## src/rtl/neuron_mac_accumulator.sv

```systemverilog
// Frame-level dot-product engine: 3-channel pixel x signed weight MAC with a
// two-stage product/sum pipeline, bias add and a registered cat / not-cat decision.
`timescale 1ns/1ps
module neuron_mac_accumulator #(
  parameter int Amba_Word        = 24,
  parameter int Amba_Addr_Depth  = 12,
  parameter int Weight_precision = 5,
  parameter int ACC_WIDTH        = 28,
  parameter logic signed [ACC_WIDTH-1:0] BIAS = '0
) (
  input  logic                          clk,
  input  logic                          rst,
  input  logic                          start,
  input  logic                          in_valid,
  input  logic                          in_last,
  input  logic [Amba_Word-1:0]          pixels,
  input  logic [3*Weight_precision-1:0] weights,
  output logic                          busy,
  output logic                          result_valid,
  output logic                          cat_out,
  output logic [ACC_WIDTH-1:0]          score
);

  localparam int PIX_W     = Amba_Word / 3;
  localparam int PROD_W    = PIX_W + 1 + Weight_precision;
  localparam int SUM_W     = PROD_W + 2;
  localparam int MAX_BEATS = (1 << Amba_Addr_Depth) - 1;
  localparam logic [Amba_Addr_Depth-1:0] LAST_CNT = Amba_Addr_Depth'(MAX_BEATS - 1);

  typedef enum logic [1:0] {IDLE, ACCUM, DRAIN, DECIDE} state_t;

  state_t                       state_q, state_d;
  logic                         drain_cnt_q;
  logic [Amba_Addr_Depth-1:0]   beat_cnt_q;
  logic                         s1_valid_q, s2_valid_q;
  logic signed [PROD_W-1:0]     prod_d [3];
  logic signed [PROD_W-1:0]     prod_q [3];
  logic signed [SUM_W-1:0]      sum_d, sum_q;
  logic signed [ACC_WIDTH-1:0]  acc_q, acc_bias;
  logic                         result_valid_q, cat_q;
  logic [ACC_WIDTH-1:0]         score_q;
  logic                         beat_fire, frame_end, clear;

  assign beat_fire = (state_q == ACCUM) && in_valid;
  assign frame_end = beat_fire && (in_last || (beat_cnt_q == LAST_CNT));
  assign clear     = (state_q == IDLE) && start;
  assign acc_bias  = acc_q + BIAS;

  // Pixel channels are unsigned, so a zero MSB is prepended before the signed multiply.
  always_comb begin
    for (int k = 0; k < 3; k++) begin
      prod_d[k] = PROD_W'($signed({1'b0, pixels[PIX_W*k +: PIX_W]}))
                * PROD_W'($signed(weights[Weight_precision*k +: Weight_precision]));
    end
    sum_d = SUM_W'(prod_q[0]) + SUM_W'(prod_q[1]) + SUM_W'(prod_q[2]);
  end

  // NOTE: next state gets a default first so no path through the case infers a latch.
  always_comb begin
    state_d = state_q;
    case (state_q)
      IDLE:    if (start) state_d = ACCUM;
      ACCUM:   if (frame_end) state_d = DRAIN;
      DRAIN:   if (drain_cnt_q) state_d = DECIDE;
      DECIDE:  state_d = IDLE;
      default: state_d = IDLE;
    endcase
  end

  always_ff @(posedge clk or posedge rst) begin
    if (rst) begin
      state_q        <= IDLE;
      drain_cnt_q    <= 1'b0;
      beat_cnt_q     <= '0;
      s1_valid_q     <= 1'b0;
      s2_valid_q     <= 1'b0;
      for (int k = 0; k < 3; k++) prod_q[k] <= '0;
      sum_q          <= '0;
      acc_q          <= '0;
      result_valid_q <= 1'b0;
      cat_q          <= 1'b0;
      score_q        <= '0;
    end else begin
      state_q        <= state_d;
      drain_cnt_q    <= (state_q == DRAIN) ? ~drain_cnt_q : 1'b0;
      s1_valid_q     <= beat_fire;
      s2_valid_q     <= clear ? 1'b0 : s1_valid_q;
      for (int k = 0; k < 3; k++) prod_q[k] <= prod_d[k];
      sum_q          <= sum_d;
      result_valid_q <= (state_q == DECIDE);

      if (clear)          beat_cnt_q <= '0;
      else if (beat_fire) beat_cnt_q <= beat_cnt_q + 1'b1;

      if (clear)           acc_q <= '0;
      else if (s2_valid_q) acc_q <= acc_q + ACC_WIDTH'(sum_q);

      // Strictly positive is a cat; a zero score is not.
      if (state_q == DECIDE) begin
        score_q <= acc_bias;
        cat_q   <= !acc_bias[ACC_WIDTH-1] && (acc_bias != '0);
      end
    end
  end

  assign busy         = (state_q != IDLE);
  assign result_valid = result_valid_q;
  assign cat_out      = cat_q;
  assign score        = score_q;

endmodule

```

## config.mk

```make
export PLATFORM = sky130hd
export DESIGN_NAME = neuron_mac_accumulator
export DESIGN_NICKNAME = d
export VERILOG_FILES = /design/src/rtl/neuron_mac_accumulator.sv
export SDC_FILE = /design/constraint.sdc
export NUM_CORES = 1
export LEC_CHECK = 0
export ABC_AREA = 1
export BUFFER_PORTS_ARGS = -buffer_cell sky130_fd_sc_hd__buf_2
export CAP_MARGIN = 20
export CORE_MARGIN = 1.5
export CORE_UTILIZATION = 50
export DETAILED_ROUTE_END_ITERATION = 8
export PLACE_DENSITY = 0.69
export SLEW_MARGIN = 0
export SYNTH_ARGS = -nofsm -noshare
export SYNTH_HDL_FRONTEND = slang
export SYNTH_SLANG_ARGS = --single-unit
```

## constraint.sdc

```tcl
create_clock -name clk -period 4.32 [get_ports clk]
set_input_delay 0.216 -clock clk [delete_from_list [all_inputs] [get_ports clk]]
set_output_delay 0.216 -clock clk [all_outputs]
set_load 0.05 [all_outputs]
```

==> impl_metrics.ini <==
[synthesis]
synth_top_cell_area_share_pct = 28.17
yosysTopAreaCell = dfrtp_1
synthTopCellsByArea = dfrtp_1 28%, nand2_1 14%, ha_1 14%
synth_common_cells = 452 x nand2_1, 341 x inv_1, 133 x dfrtp_1
synth_cell_types = 42
syn-cell-area_mm2 = 0.01182
synth_edf_count = 0
synth_seq_cells = 133
synth_flop_cell = dfrtp_1
yosysSeqAreaShare_pct = 28.17
async_flop_share_pct = 100.0
ys.warnings.count = 0
syn_nets = 1810
syn_inst = 1561
synth_most_common_cell = nand2_1
synth_area_per_cell_um2 = 7.569

[pwr]
power_density_mw_per_mm2 = 672.4
clkPwrFrac_pct = 17.7
p_total_mw = 8.856
ir_worst_vdd_mv = 0.3946
p_leak_nw = 7.744
swShare_pct = 48.11
p_comb_share_pct = 58.8
sequentialPowerShare_pct = 23.5
p_switching_mw = 4.261
p_int_mw = 4.595

[critical_path]
r2r_cells = 12
cp-end-kind = flip-flop
r2r-end = sum_q[11]
reg2reg_slack_ps = 1700
worstPathRequired_ps = 4660
worst-path-max-fanout = 9
reg2reg_from = prod_q[15]
path_class = in -> reg
start_kind = input port
cp_data_arrival_time_ps = 3710

[clock_network]
insertion_delay_ps = 430
numCtsBuffers = 17
cts_setup_buffers = 0
cts_hold_buf = 0
cts_tree = done
post_cts_resized = 0
path_clk_slew_ps = 60
cts_max_path_buffers = 2
root_buffer = clkbuf_16
cts.sinks = 133
clock_tree.htree_level_count = 4

[global_route]
grt_pass1_vias = 9488
grt_pass1_wl_mm = 43.30
antenna_found_initial = 0
grt_overflow = 0
grt_max_degree = 99
grt.total_usage_pct = 22.18

[cells_and_area]
area_delta_synth_final_pct = 11.48
final_nets = 1883
final_layout_size_suffix_gt1_share_pct = 9.836
fill_cells = 2164
n_antenna_cell = 0
final_util_pct = 56.45

[floorplanning]
die-area_mm2 = 0.02456
start_util_pct = 50.64
rows = 56
core_mm2 = 0.02333
io_pins = 75
die_h_um = 156.7
die_w_um = 156.7

[sta]
maxSlewHeadroom_pct = 41.54
fmax_ghz = 0.2973
finalClockSkew_ps = 9.819
max_slew.worst_pin.slew_ps = 875.9
hold_violations = 25
fin_crit_ps = 3364
finalSetupTns_ps = 0
setup_viol = 0
worst_hold_slack_ps = -30.47
finalCritPeriodShare_pct = 77.86
maxSlewViolCount = 0
rsz0062_at_grt = no

[route]
route.vias.total = 9647
wl_per_cell_um = 12.93
ant_nets = 0
dr.pass1.iters = 7
vias_per_cell = 4.907
routed_wl_mm = 25.41
first_iter_violations = 606
drc = 0

[outcome]
violations = negative hold slack
outcome = finished with violations

[placed_design]
dpl.hpwl_mm = 20.63
place.gp.congestion = 0.9331
port_buffers = 74

[job]
drv_cap = 0

[worst_hold_path]
hp-class = in -> async
cell type report:
type	instances	area, um2	area share (%)
multi-input combinational	1059	7096	53.87
sequential	133	3328	25.27
inverter	346	1304	9.898
clock buffer	21	480.5	3.648
tap	319	399.1	3.030
timing repair buffer	77	392.9	2.983
clock inverter	11	171.4	1.301
per-layer routing:
metal,vias to the layer above,share of wire (%),track usage (%)
li1,4929,-,-
met1,4484,43,26.60
met2,179,51,39.23
met3,55,2.8,3.102
met4,0,3.8,10.34
met5,-,0,0
metrics by stage:
step                      instance area [um2]  worst slack (ps)  hold WS (ps)  std cells
after floorplan                         11820             549.6         319.9       1561
after CTS                               13170             963.9         17.21       1966
final                                   13170             956.4        -30.47       1966
after global placement                  12520             587.7         411.1       1934
after global routing                    13170             693.7         54.49       1966
after detailed placement                12520             526.8         417.6       1934
kinds of logic (layout without fill, tap and decap cells):
kind of cell    after synthesis  after routing  share of synthesized area, %
compound gates              152            152                         7.106
xor+xnor                     36             36                         2.669
fa+ha+maj                   205            205                         26.35
buf+inv                     369            455                         11.78
flops                       133            133                         28.17
simple gates                666            666                         23.93
worst max-delay path, cell delays in order:
cell	delay [ps]
buf_2	100
clkinv_1	230
or2_2	380
fa_1	510
fa_1	520
fa_1	540
fa_1	500
o31ai_1	380
nand2_1	90
nand2_1	80
xor2_1	150
sequential cells by signal, indices dropped and copies added (netlist names), 2 cells and up:
register / count
sum_q: 16
beat_cnt_q: 12
state_q: 2
score: 28
acc_q: 28
prod_q: 42
power by group through the flow:
stage	clock [mW]	sequential, mW	combinational (mW)
4_1_cts	1.60	2.08	5.23
3_5_place_dp	0	2.10	5.18
2_1_floorplan	0	2.31	3.77
3_3_place_gp	0	2.09	5.08
5_1_grt	1.66	2.13	5.94
6_report	1.57	2.08	5.21
cell usage in the layout (no fill, tap or decap), types with 9 or more instances in the layout:
| cell type | Yosys | layout |
|---|---|---|
| nand2_2 | 13 | 13 |
| buf_2 | 4 | 74 |
| xor2_1 | 24 | 24 |
| ha_1 | 132 | 132 |
| dfrtp_1 | 133 | 133 |
| o21ai_0 | 55 | 55 |
| inv_1 | 341 | 340 |
| a21oi_1 | 60 | 60 |
| fa_1 | 73 | 73 |
| nand4_1 | 16 | 16 |
| nor2_1 | 80 | 80 |
| nand2_1 | 452 | 452 |
| xnor2_1 | 12 | 12 |
| nor2_2 | 9 | 9 |
| clkbuf_16 | 0 | 17 |
| or2_2 | 10 | 10 |
| nand3_1 | 53 | 53 |
worst max-delay path by stage:
stage | startpoint | endpoint | cells after the start
2_1_floorplan | rst | acc_q[0] | 1
3_3_place_gp | weights[14] | prod_q[11] | 17
3_5_place_dp | weights[4] | prod_q[39] | 17
4_1_cts | weights[9] | prod_q[25] | 11
5_1_grt | weights[4] | prod_q[39] | 16
6_report | weights[9] | prod_q[25] | 11
No activity file was read; power rests on OpenSTA's default activity.
